### src/rtl/serv_bufreg_seq.sv
// Sequencer for the bit-serial buffer register: init pass, data-bus wait, shift pass, run pass.
// Latency: plain op 32 en cycles, done at start+33; shift adds 32+shamt; load/store add the bus wait.
// Backpressure: i_start is only sampled in IDLE; the bus phase stalls until i_dbus_ack or timeout.
module serv_bufreg_seq #(
    parameter int unsigned TIMEOUT = 0,
    parameter int unsigned TW      = 16
) (
    input  logic       i_clk,
    input  logic       i_rst_n,
    input  logic       i_start,
    input  logic       i_mem_op,
    input  logic       i_mem_wr,
    input  logic       i_sh_op,
    input  logic [4:0] i_shamt,
    input  logic       i_dbus_ack,
    output logic [4:0] o_cnt,
    output logic       o_cnt0,
    output logic       o_cnt1,
    output logic       o_en,
    output logic       o_init,
    output logic       o_dbus_cyc,
    output logic       o_busy,
    output logic       o_done,
    output logic       o_err
);

    typedef enum logic [2:0] {
        S_IDLE  = 3'd0,
        S_INIT  = 3'd1,
        S_BUS   = 3'd2,
        S_SHIFT = 3'd3,
        S_RUN   = 3'd4
    } state_t;

    localparam bit          TO_EN   = (TIMEOUT != 0);
    localparam logic [TW-1:0] TO_LAST = (TIMEOUT == 0) ? '0 : TW'(TIMEOUT - 1);

    state_t        state_q, state_d;
    logic [4:0]    cnt_q, cnt_d;
    logic [4:0]    shcnt_q, shcnt_d;
    logic [TW-1:0] tocnt_q, tocnt_d;
    logic          mem_op_q, mem_op_d;
    logic          mem_wr_q, mem_wr_d;
    logic          sh_op_q, sh_op_d;
    logic [4:0]    shamt_q, shamt_d;
    logic          busy_q, busy_d;
    logic          done_q, done_d;
    logic          err_q, err_d;
    logic          cnt_phase;
    logic          bus_expired;

    // Strobes decode straight from the registered state so they fall to 0 with reset.
    always_comb begin
        cnt_phase  = (state_q == S_INIT) || (state_q == S_RUN);
        o_en       = cnt_phase || (state_q == S_SHIFT);
        o_init     = (state_q == S_INIT);
        o_dbus_cyc = (state_q == S_BUS);
        o_cnt      = cnt_q;
        o_cnt0     = cnt_phase && (cnt_q == 5'd0);
        o_cnt1     = cnt_phase && (cnt_q == 5'd1);
        o_busy     = busy_q;
        o_done     = done_q;
        o_err      = err_q;
    end

    // Next-state, counters and completion pulses.
    always_comb begin
        state_d     = state_q;
        cnt_d       = 5'd0;
        shcnt_d     = shcnt_q;
        tocnt_d     = '0;
        mem_op_d    = mem_op_q;
        mem_wr_d    = mem_wr_q;
        sh_op_d     = sh_op_q;
        shamt_d     = shamt_q;
        done_d      = 1'b0;
        err_d       = 1'b0;
        bus_expired = TO_EN && (tocnt_q == TO_LAST);

        case (state_q)
            S_IDLE: begin
                if (i_start) begin
                    mem_op_d = i_mem_op;
                    mem_wr_d = i_mem_wr;
                    sh_op_d  = i_sh_op;
                    shamt_d  = i_shamt;
                    state_d  = (i_mem_op || i_sh_op) ? S_INIT : S_RUN;
                end
            end
            S_INIT: begin
                cnt_d = cnt_q + 5'd1;
                if (cnt_q == 5'd31) begin
                    if (mem_op_q) begin
                        state_d = S_BUS;
                    end else if (shamt_q != 5'd0) begin
                        state_d = S_SHIFT;
                        shcnt_d = shamt_q;
                    end else begin
                        state_d = S_RUN;
                    end
                end
            end
            S_BUS: begin
                // Counter stays cleared outside BUS, so it restarts on every entry.
                if (TO_EN) tocnt_d = tocnt_q + 1'b1;
                if (i_dbus_ack) begin
                    // Ack wins over an expiry in the same cycle.
                    if (mem_wr_q) begin
                        state_d = S_IDLE;
                        done_d  = 1'b1;
                    end else begin
                        state_d = S_RUN;
                    end
                end else if (bus_expired) begin
                    state_d = S_IDLE;
                    err_d   = 1'b1;
                end
            end
            S_SHIFT: begin
                shcnt_d = shcnt_q - 5'd1;
                if (shcnt_q == 5'd1) state_d = S_RUN;
            end
            S_RUN: begin
                cnt_d = cnt_q + 5'd1;
                if (cnt_q == 5'd31) begin
                    state_d = S_IDLE;
                    done_d  = 1'b1;
                end
            end
            default: state_d = S_IDLE;
        endcase

        busy_d = (state_d != S_IDLE);
    end

    // State and datapath registers; reset aborts any operation without a pulse.
    always_ff @(posedge i_clk or negedge i_rst_n) begin
        if (!i_rst_n) begin
            state_q  <= S_IDLE;
            cnt_q    <= 5'd0;
            shcnt_q  <= 5'd0;
            tocnt_q  <= '0;
            mem_op_q <= 1'b0;
            mem_wr_q <= 1'b0;
            sh_op_q  <= 1'b0;
            shamt_q  <= 5'd0;
            busy_q   <= 1'b0;
            done_q   <= 1'b0;
            err_q    <= 1'b0;
        end else begin
            state_q  <= state_d;
            cnt_q    <= cnt_d;
            shcnt_q  <= shcnt_d;
            tocnt_q  <= tocnt_d;
            mem_op_q <= mem_op_d;
            mem_wr_q <= mem_wr_d;
            sh_op_q  <= sh_op_d;
            shamt_q  <= shamt_d;
            busy_q   <= busy_d;
            done_q   <= done_d;
            err_q    <= err_d;
        end
    end

endmodule

### config.mk
export PLATFORM = sky130hd
export DESIGN_NAME = serv_bufreg_seq
export DESIGN_NICKNAME = d
export VERILOG_FILES = /design/src/rtl/serv_bufreg_seq.sv
export SDC_FILE = /design/constraint.sdc
export NUM_CORES = 1
export LEC_CHECK = 0
export CORE_MARGIN = 2
export CORE_UTILIZATION = 45
export DETAILED_ROUTE_END_ITERATION = 10
export HOLD_SLACK_MARGIN = 0.12
export MAX_ROUTING_LAYER = met4
export PLACE_DENSITY = 0.84
export SYNTH_ARGS = -nofsm -noshare
export SYNTH_HDL_FRONTEND = slang
export SYNTH_SLANG_ARGS = --single-unit
### constraint.sdc
create_clock -name i_clk -period 1.9 [get_ports i_clk]
set_input_delay 0.38 -clock i_clk [delete_from_list [all_inputs] [get_ports i_clk]]
set_output_delay 0.38 -clock i_clk [all_outputs]
set_load 0.005 [all_outputs]
==> impl_metrics.env, run 1 <==
export IMPL_cts_sinks=22
export IMPL_hold_buffers=0
export IMPL_vdd_drop_max_uv=896.7
export IMPL_worst_clock_skew_ns=0.01047
export IMPL_layout_setup_ws_ns=-0.01967
export IMPL_grt_pass1_wl_um=4816
export IMPL_numPlacedInstances=178
export IMPL_tritoncts="built"
export IMPL_area_delta_synth_final_pct=50.32
export IMPL_drt_met1_wl_um=1235
export IMPL_gp_congestion=0.9469
export IMPL_finalCritPeriodShare_pct=101.0
export IMPL_grt_max_degree=23
export IMPL_routed_wl_um=2862
export IMPL_critPathTopFamily="simple AND/OR/NAND/NOR gates"
export IMPL_fillers=173
export IMPL_register_area_um2=551.8
export IMPL_hold_viol_final=0
export IMPL_clk_pin_slew_worst_paths_ns=0.13
export IMPL_required_ns=2.10
export IMPL_h_tree_depth=1
export IMPL_synth_nets=133
export IMPL_ys_seq_area_share_pct=46.32
export IMPL_ys_flop_type="dfrtp_1"
export IMPL_multi_input_area_um2=695.7
export IMPL_finalMaxSlewViolations=0
export IMPL_yosysTopAreaCellShare_pct=46.32
export IMPL_die_area_um2=3069
export IMPL_internal_power_mw=1.459
export IMPL_min_path_type="primary input to asynchronous set/reset pin"
export IMPL_grt_pass1_vias=1072
export IMPL_place_detailed_hpwl_um=1991
export IMPL_dr_max_layer_used="met4"
export IMPL_setup_viol=1
export IMPL_ant_nets=0
export IMPL_coreArea_um2=2500
export IMPL_path_cells="or4_4, o311a_1, a211o_1, or3_1"
export IMPL_maxCapViolations=0
export IMPL_r2r_slack_ns=-0.02
export IMPL_synth_top_area_cell="dfrtp_1"
export IMPL_wl_met2_um=1416
export IMPL_swShare_pct=32.40
export IMPL_overflow=0
export IMPL_synthTopCellsByCount="dfrtp_1, nor2_1, ha_1, inv_1, nand2_1"
export IMPL_fin_nets=182
export IMPL_slowest_delay_ns=0.53
export IMPL_via_count=1051
export IMPL_cts_root_buffer="clkbuf_4"
export IMPL_cts_buffer_depth=2
export IMPL_grt_usage_pct=20.33
export IMPL_via_per_inst=5.474
export IMPL_crit_buf_inv=0
export IMPL_pre_cts_slack_ns=-0.06934
export IMPL_ys_types=38
export IMPL_io_pin_count=25
export IMPL_start_util_pct=47.55
export IMPL_path_max_fanout=2
export IMPL_n_antenna_cell=0
export IMPL_rsz0062_at_grt="true"
export IMPL_yosysMostFrequentCell="dfrtp_1"
export IMPL_io_buffers=23
export IMPL_drc=0
export IMPL_ys_ff_latch=22
export IMPL_drive_gt1_share_pct=33.95
export IMPL_share_seq_of_total_power_pct=33.2
export IMPL_cts_buffers=3
export IMPL_p_clk_share_pct=16.8
export IMPL_worstSetupPathType="flip-flop to flip-flop"
export IMPL_power_density_nw_per_um2=1208
export IMPL_route_met3_wl_um=139
export IMPL_violations="negative setup slack"
export IMPL_first_pass_iters=4
export IMPL_row_count=18
export IMPL_syn_area_um2=1189
export IMPL_drtIter0Drc=29
export IMPL_synth_edff_count=0
export IMPL_synth_warnings=0
export IMPL_antenna_found_initial=0
export IMPL_fin_util_pct=71.47
export IMPL_syn_inst=114
export IMPL_worst_setup_path_end_kind="flip-flop"
export IMPL_p_leak_nw=0.8297
export IMPL_die_w_um=55.40
export IMPL_status="finished, violations left"
export IMPL_clk_latency_ns=0.31
export IMPL_cp_slowest_cell="or4_4"
export IMPL_holdWs_ns=0.4077
export IMPL_switching_power_mw=0.6991
export IMPL_route_detailed_wl_per_inst_um=14.91
export IMPL_arrival_ns=2.12
export IMPL_yosys_top_cells_area="dfrtp_1, ha_1, mux2_2, nor4b_1, xnor2_1"
export IMPL_cp_start_kind="flip-flop"
export IMPL_max_freq_ghz=0.5209
export IMPL_min_period_ns=1.920
export IMPL_die_y_um=55.40
export IMPL_stdcell_count=192
export IMPL_syn_area_per_cell_um2=10.43
export IMPL_p_comb_share_pct=50.0
export IMPL_synthArstFlopShare_pct=100.0
==> cell families (layout without fill, tap and decap cells) <==
| group | Yosys count | count (layout) | share of synthesized area [%] |
|---|---|---|---|
| fa+ha+maj | 7 | 7 | 7.368 |
| other cells | 1 | 1 | 0.3155 |
| xor+xnor | 6 | 6 | 4.421 |
| compound gates | 16 | 16 | 10.74 |
| simple gates | 45 | 45 | 22.00 |
| mux | 5 | 5 | 4.737 |
| flops | 22 | 22 | 46.32 |
| buf+inv | 12 | 60 | 4.106 |
==> routing by layer <==
metal  global-route usage (%)  up-vias
met1                    24.63      500
met5                        -        -
met4                    5.923        0
met3                    2.810       10
met2                    35.20       43
li1                         -      498
==> flip-flops by register name, indices dropped and copies added (netlist names) <==
register  count
mem_op_q      1
mem_wr_q      1
o_busy        1
o_cnt         5
o_done        1
shamt_q       5
shcnt_q       5
state_q       3
==> metrics by stage <==
stage / TNS, ns / cell area, µm² / power (mW)
2_1_floorplan: 0 / 1216 / 1.052
3_3_place_gp: -0.01993 / 1588 / 1.458
3_5_place_dp: -0.09903 / 1588 / 1.496
4_1_cts: -0.003407 / 1773 / 2.110
5_1_grt: -0.1389 / 1787 / 2.288
6_report: -0.01967 / 1787 / 2.158
==> worst paths after layout <==
kind,start,end,cells after the start
setup / recovery,shamt_q[3],o_busy,4
min in group i_clk,shcnt_q[0],shcnt_q[0],2
setup reg to reg,shamt_q[3],o_busy,4
hold / removal,i_rst_n,mem_op_q,2
hold reg to reg,shcnt_q[0],shcnt_q[0],2
max in group asynchronous,i_rst_n,state_q[1],2
==> repair_timing <==
action | 4_1_cts | 5_1_grt
pin swaps | 3 | 3
resized for setup | 23 | 11
setup endpoints to repair | 6 | 9
setup buffers | 11 | 1
==> cells in the final DEF (no fill, tap or decap), types with 2 or more instances in the layout <==
master            n
nor3_1            2
clkbuf_2          2
o21ai_0           2
a221o_1           2
buf_6             4
buf_4            22
clkbuf_4          3
nand2_1           7
nor2_4            3
nor3b_4           2
nand3_1           3
dfrtp_1          21
nor2b_4           2
nand3b_1          2
nor4b_2           3
and3_1            2
xnor2_1           4
a21oi_1           2
clkdlybuf4s50_1  18
inv_1             7
and2_1            3
nor2_1            6
mux2_2            5
ha_1              5
dlygate4sd2_1     2
==> power by group through the flow <==
| stage | sequential (mW) | clock, mW | combinational (mW) |
|---|---|---|---|
| after floorplan | 0.711 | 0 | 0.341 |
| after global placement | 0.704 | 0 | 0.754 |
| after detailed placement | 0.716 | 0 | 0.780 |
| after CTS | 0.708 | 0.370 | 1.03 |
| after global routing | 0.736 | 0.392 | 1.16 |
| final | 0.716 | 0.363 | 1.08 |
==> cell type report <==
cell class | instances | share of cell area (%)
clock inverter | 1 | 1.681
clock buffer | 3 | 1.261
sequential | 22 | 30.88
inverter | 7 | 1.471
tap | 30 | 2.101
timing repair buffer | 49 | 23.67
multi-input combinational | 80 | 38.94
No activity file was read; power rests on OpenSTA's default activity.
==> run 2: changes to the inputs <==
--- a/config.mk
+++ b/config.mk
@@ -5,7 +5,7 @@
 export SDC_FILE = /design/constraint.sdc
 export NUM_CORES = 1
 export LEC_CHECK = 0
-export CORE_MARGIN = 2
+export CORE_MARGIN = 4
 export CORE_UTILIZATION = 45
 export DETAILED_ROUTE_END_ITERATION = 10
 export HOLD_SLACK_MARGIN = 0.12
==> impl_metrics.env, run 2 (synthesized netlist as in run 1, its figures left out) <==
export IMPL_status="finished, violations left"
export IMPL_violations="negative setup slack"
export IMPL_p_leak_nw=0.7943
export IMPL_place_detailed_hpwl_um=2261
export IMPL_fin_nets=178
export IMPL_h_tree_depth=1
export IMPL_pre_cts_slack_ns=-0.1013
export IMPL_cts_root_buffer="clkbuf_4"
export IMPL_gp_congestion=0.8649
export IMPL_grt_usage_pct=19.23
export IMPL_min_period_ns=1.939
export IMPL_area_delta_synth_final_pct=44.95
export IMPL_setup_viol=1
export IMPL_io_pin_count=25
export IMPL_clk_pin_slew_worst_paths_ns=0.12
export IMPL_fin_util_pct=68.92
export IMPL_cp_start_kind="flip-flop"
export IMPL_final_cell_mix="dfrtp_1, buf_4, clkdlybuf4s50_1"
export IMPL_power_mw=1.950
export IMPL_min_path_type="primary input to asynchronous set/reset pin"
export IMPL_layout_setup_ws_ns=-0.03919
export IMPL_finalCritPeriodShare_pct=102.1
export IMPL_row_count=18
export IMPL_cts_buffers=3
export IMPL_drive_gt1_share_pct=30.57
export IMPL_stdcell_count=187
export IMPL_maxCapViolations=0
export IMPL_route_detailed_wl_per_inst_um=16.49
export IMPL_antenna_found_initial=0
export IMPL_fillers=180
export IMPL_grt_pass1_wl_um=4940
export IMPL_via_count=1062
export IMPL_worstSetupPathType="flip-flop to flip-flop"
export IMPL_drc=0
export IMPL_ant_nets=0
export IMPL_register_area_um2=551.8
export IMPL_hold_viol_final=0
export IMPL_die_y_um=59.40
export IMPL_overflow=0
export IMPL_arrival_ns=2.14
export IMPL_grt_max_degree=23
export IMPL_r2r_slack_ns=-0.04
export IMPL_drtIter0Drc=37
export IMPL_clk_latency_ns=0.31
export IMPL_via_per_inst=5.679
export IMPL_path_max_fanout=2
export IMPL_hold_buffers=0
export IMPL_tritoncts="built"
export IMPL_vdd_drop_max_uv=1066
export IMPL_coreArea_um2=2500
export IMPL_start_util_pct=47.55
export IMPL_power_density_nw_per_um2=1132
export IMPL_cts_buffer_depth=2
export IMPL_cts_sinks=22
export IMPL_worst_setup_path_end_kind="flip-flop"
export IMPL_first_pass_iters=4
export IMPL_routed_wl_um=3084
export IMPL_n_antenna_cell=0
export IMPL_die_area_um2=3528
export IMPL_worst_clock_skew_ns=0.004015
export IMPL_max_freq_ghz=0.5157
export IMPL_die_w_um=59.40
export IMPL_numPlacedInstances=178
export IMPL_grt_pass1_vias=1089
export IMPL_io_buffers=23
export IMPL_multi_input_area_um2=691.9
export IMPL_required_ns=2.10
export IMPL_finalSetupTns_ns=-0.03919
export IMPL_finalMaxSlewViolations=0
export IMPL_rsz0062_at_grt="true"
## run 2: cell count changes in the layout (fill, tap and decap cells not counted), moves of 2 or more
cell    previous run  this run
nor2_1             6         9
nor2_4             3         0
and3_4             1         3
buf_6              4         2
and3_1             2         0
## run 2: final timing paths
path | from | to | cells past startpoint
worst max-delay path | shamt_q[3] | o_busy | 4
worst min-delay path | i_rst_n | shcnt_q[2] | 2
worst max register to register | shamt_q[3] | o_busy | 4
worst min register to register | shcnt_q[0] | shcnt_q[0] | 2
max in group asynchronous | i_rst_n | state_q[1] | 2
min in group i_clk | shcnt_q[0] | shcnt_q[0] | 2
## run 2: layout make-up
cell class | instances | share of cell area (%)
Sequential cell | 22 | 32.03
Clock buffer | 3 | 1.307
Tap cell | 30 | 2.179
Multi-Input combinational cell | 80 | 40.16
Inverter | 7 | 1.525
Timing Repair Buffer | 45 | 22.80
## run 2: per-stage QoR
stage / hold slack (ns) / area [µm²]
4_1_cts: 0.4184 / 1683
3_3_place_gp: 0.5466 / 1588
6_report: 0.3981 / 1723
5_1_grt: 0.4166 / 1723
3_5_place_dp: 0.5560 / 1588
2_1_floorplan: 0.08441 / 1216
## run 2: critical path: stages, from the launching register on
cell and delay [ns]:
dfrtp_1 0.41, or4_4 0.54, o311a_1 0.30, a211o_1 0.25
or3_1 0.32
## run 2: power breakdown
part           leakage, nW  total (mW)  internal, mW  switching, mW
registers            0.281       0.715         0.597          0.118
clock network       0.0138       0.214        0.0741          0.140
logic                0.500        1.02         0.604          0.416
total                0.794        1.95          1.28          0.674
## run 2: routing by layer
layer / global-route usage (%) / share of wire, %
met1: 23.79 / 40
met5: - / 0
met3: 1.961 / 5.0
met2: 32.14 / 52
met4: 7.443 / 3.0
## run 2: repair_timing
action                                  4_1_cts  5_1_grt
endpoints found under the setup margin        6       12
resized for setup                            17        9
pin swaps                                     2        1
setup buffers                                 5        1
==> run 3: changes to the inputs <==
--- a/config.mk
+++ b/config.mk
@@ -5,8 +5,10 @@
 export SDC_FILE = /design/constraint.sdc
 export NUM_CORES = 1
 export LEC_CHECK = 0
+export CELL_PAD_IN_SITES_DETAIL_PLACEMENT = 0
+export CELL_PAD_IN_SITES_GLOBAL_PLACEMENT = 1
 export CORE_MARGIN = 4
-export CORE_UTILIZATION = 45
+export CORE_UTILIZATION = 35
 export DETAILED_ROUTE_END_ITERATION = 10
 export HOLD_SLACK_MARGIN = 0.12
 export MAX_ROUTING_LAYER = met4
==> impl_metrics.env, run 3 (synthesized netlist as in run 1, its figures left out) <==
export IMPL_die_y_um=66.28
export IMPL_p_leak_nw=0.8009
export IMPL_fin_area_um2=1747
export IMPL_finalCritPeriodShare_pct=99.36
export IMPL_io_buffers=23
export IMPL_overflow=0
export IMPL_finalMaxSlewViolations=0
export IMPL_antenna_found_initial=0
export IMPL_finalSetupTns_ns=0
export IMPL_route_detailed_wl_per_inst_um=14.15
export IMPL_max_freq_ghz=0.5297
export IMPL_swShare_pct=32.12
export IMPL_worst_setup_path_end_kind="flip-flop"
export IMPL_min_path_type="primary input to asynchronous set/reset pin"
export IMPL_clk_pin_slew_worst_paths_ns=0.14
export IMPL_arrival_ns=2.11
export IMPL_drive_gt1_share_pct=32.08
export IMPL_die_area_um2=4392
export IMPL_grt_usage_pct=15.37
export IMPL_row_count=20
export IMPL_worst_clock_skew_ns=0.005233
export IMPL_die_w_um=66.28
export IMPL_cts_sinks=22
export IMPL_grt_pass1_vias=1102
export IMPL_slowest_delay_ns=0.54
export IMPL_worst_pin_slew_ns=0.5098
export IMPL_drtIter0Drc=27
export IMPL_pre_cts_slack_ns=-0.05292
export IMPL_power_density_nw_per_um2=1138
export IMPL_fin_nets=179
export IMPL_h_tree_depth=1
export IMPL_area_delta_synth_final_pct=46.95
export IMPL_maxCapViolations=0
export IMPL_register_area_um2=553.0
export IMPL_share_seq_of_total_power_pct=35.9
export IMPL_grt_max_degree=23
export IMPL_vdd_drop_max_uv=698.4
export IMPL_power_mw=1.987
export IMPL_cp_start_kind="flip-flop"
export IMPL_routed_wl_um=2872
export IMPL_status="complete, no violations"
export IMPL_rsz0062_at_grt="true"
export IMPL_via_per_inst=5.005
export IMPL_relSlewSlack_pct=65.92
export IMPL_gp_congestion=0.8000
export IMPL_cp_slowest_cell="or4_4"
export IMPL_p_comb_share_pct=45.2
export IMPL_via_count=1016
export IMPL_holdWs_ns=0.3921
export IMPL_internal_power_mw=1.349
export IMPL_path_cells="or4_4, o311a_1, a211o_1, or3_1"
export IMPL_final_cell_mix="buf_4, dfrtp_1, clkdlybuf4s50_1"
export IMPL_required_ns=2.12
export IMPL_setup_viol=0
export IMPL_io_pin_count=25
export IMPL_multi_input_area_um2=670.6
export IMPL_place_area_um2=1605
export IMPL_coreArea_um2=3153
export IMPL_layout_commonest_cell="buf_4"
export IMPL_reg2reg_depth=4
export IMPL_cts_buffers=3
export IMPL_cts_root_buffer="clkbuf_4"
export IMPL_cts_buffer_depth=2
export IMPL_clk_latency_ns=0.32
export IMPL_layout_setup_ws_ns=0.01208
export IMPL_path_max_fanout=2
export IMPL_p_clk_share_pct=18.9
export IMPL_tritoncts="built"
export IMPL_grt_pass1_wl_um=5071
export IMPL_place_detailed_hpwl_um=2053
export IMPL_worstSetupPathType="flip-flop to flip-flop"
export IMPL_n_antenna_cell=0
export IMPL_fillers=293
export IMPL_first_pass_iters=4
export IMPL_switching_power_mw=0.6381
export IMPL_rr_startpoint="shamt_q[3]"
export IMPL_drc=0
export IMPL_ant_nets=0
export IMPL_hold_viol_final=0
export IMPL_r2r_slack_ns=0.01
export IMPL_min_period_ns=1.888
export IMPL_hold_buffers=0
export IMPL_r2r_end="o_busy"
export IMPL_start_util_pct=37.70
-- run 3: worst max-delay path by stage --
stage	slack, ns	startpoint	cells after the start	to
after floorplan	0.02	o_cnt[0]	7	o_busy
after global placement	-0.06	i_start	4	shamt_q[3]
after detailed placement	-0.05	i_start	4	shamt_q[2]
after CTS	0.005	state_q[2]	4	o_cnt1
after global routing	-0.08	shamt_q[3]	4	o_busy
final	0.01	shamt_q[3]	4	o_busy
-- run 3: power by group through the flow --
| stage | clock network, mW | logic [mW] | registers, mW |
|---|---|---|---|
| 2_1_floorplan | 0 | 0.341 | 0.711 |
| 3_3_place_gp | 0 | 0.813 | 0.708 |
| 3_5_place_dp | 0 | 0.824 | 0.717 |
| 4_1_cts | 0.386 | 0.862 | 0.707 |
| 5_1_grt | 0.405 | 0.989 | 0.734 |
| 6_report | 0.375 | 0.898 | 0.714 |
-- run 3: critical path, delay by kind of cell (launching register included) --
kind               cells  cell delay, ns
AOI/OAI and AO/OA      2            0.54
DFF                    1            0.40
and+or+nand+nor        2            0.85
-- run 3: through the flow --
step / cells / utilization [%]
final: 203 / 55.40
after global routing: 203 / 55.40
after CTS: 201 / 54.52
after detailed placement: 192 / 50.91
after global placement: 192 / 50.91
after floorplan: 114 / -
-- run 3: layer usage --
metal	up-vias	wire (µm)	track usage, %
met3	4	103	3.571
met5	-	0	-
met2	21	1451	26.89
met1	501	1281	17.89
li1	490	-	-
met4	0	36	3.299
-- run 3: cell type report --
| cell class | count | share of cell area (%) |
|---|---|---|
| multi-input combinational | 80 | 38.40 |
| sequential | 22 | 31.66 |
| timing repair buffer | 46 | 22.28 |
| tap | 44 | 3.152 |
| clock inverter | 1 | 1.719 |
| inverter | 7 | 1.504 |
| clock buffer | 3 | 1.289 |
-- run 3: repair_timing --
action | CTS | global route
resized for setup | 16 | 8
gates cloned | 0 | 0
setup buffers | 5 | 2
setup endpoints to repair | 6 | 5
pin swaps | 3 | 3
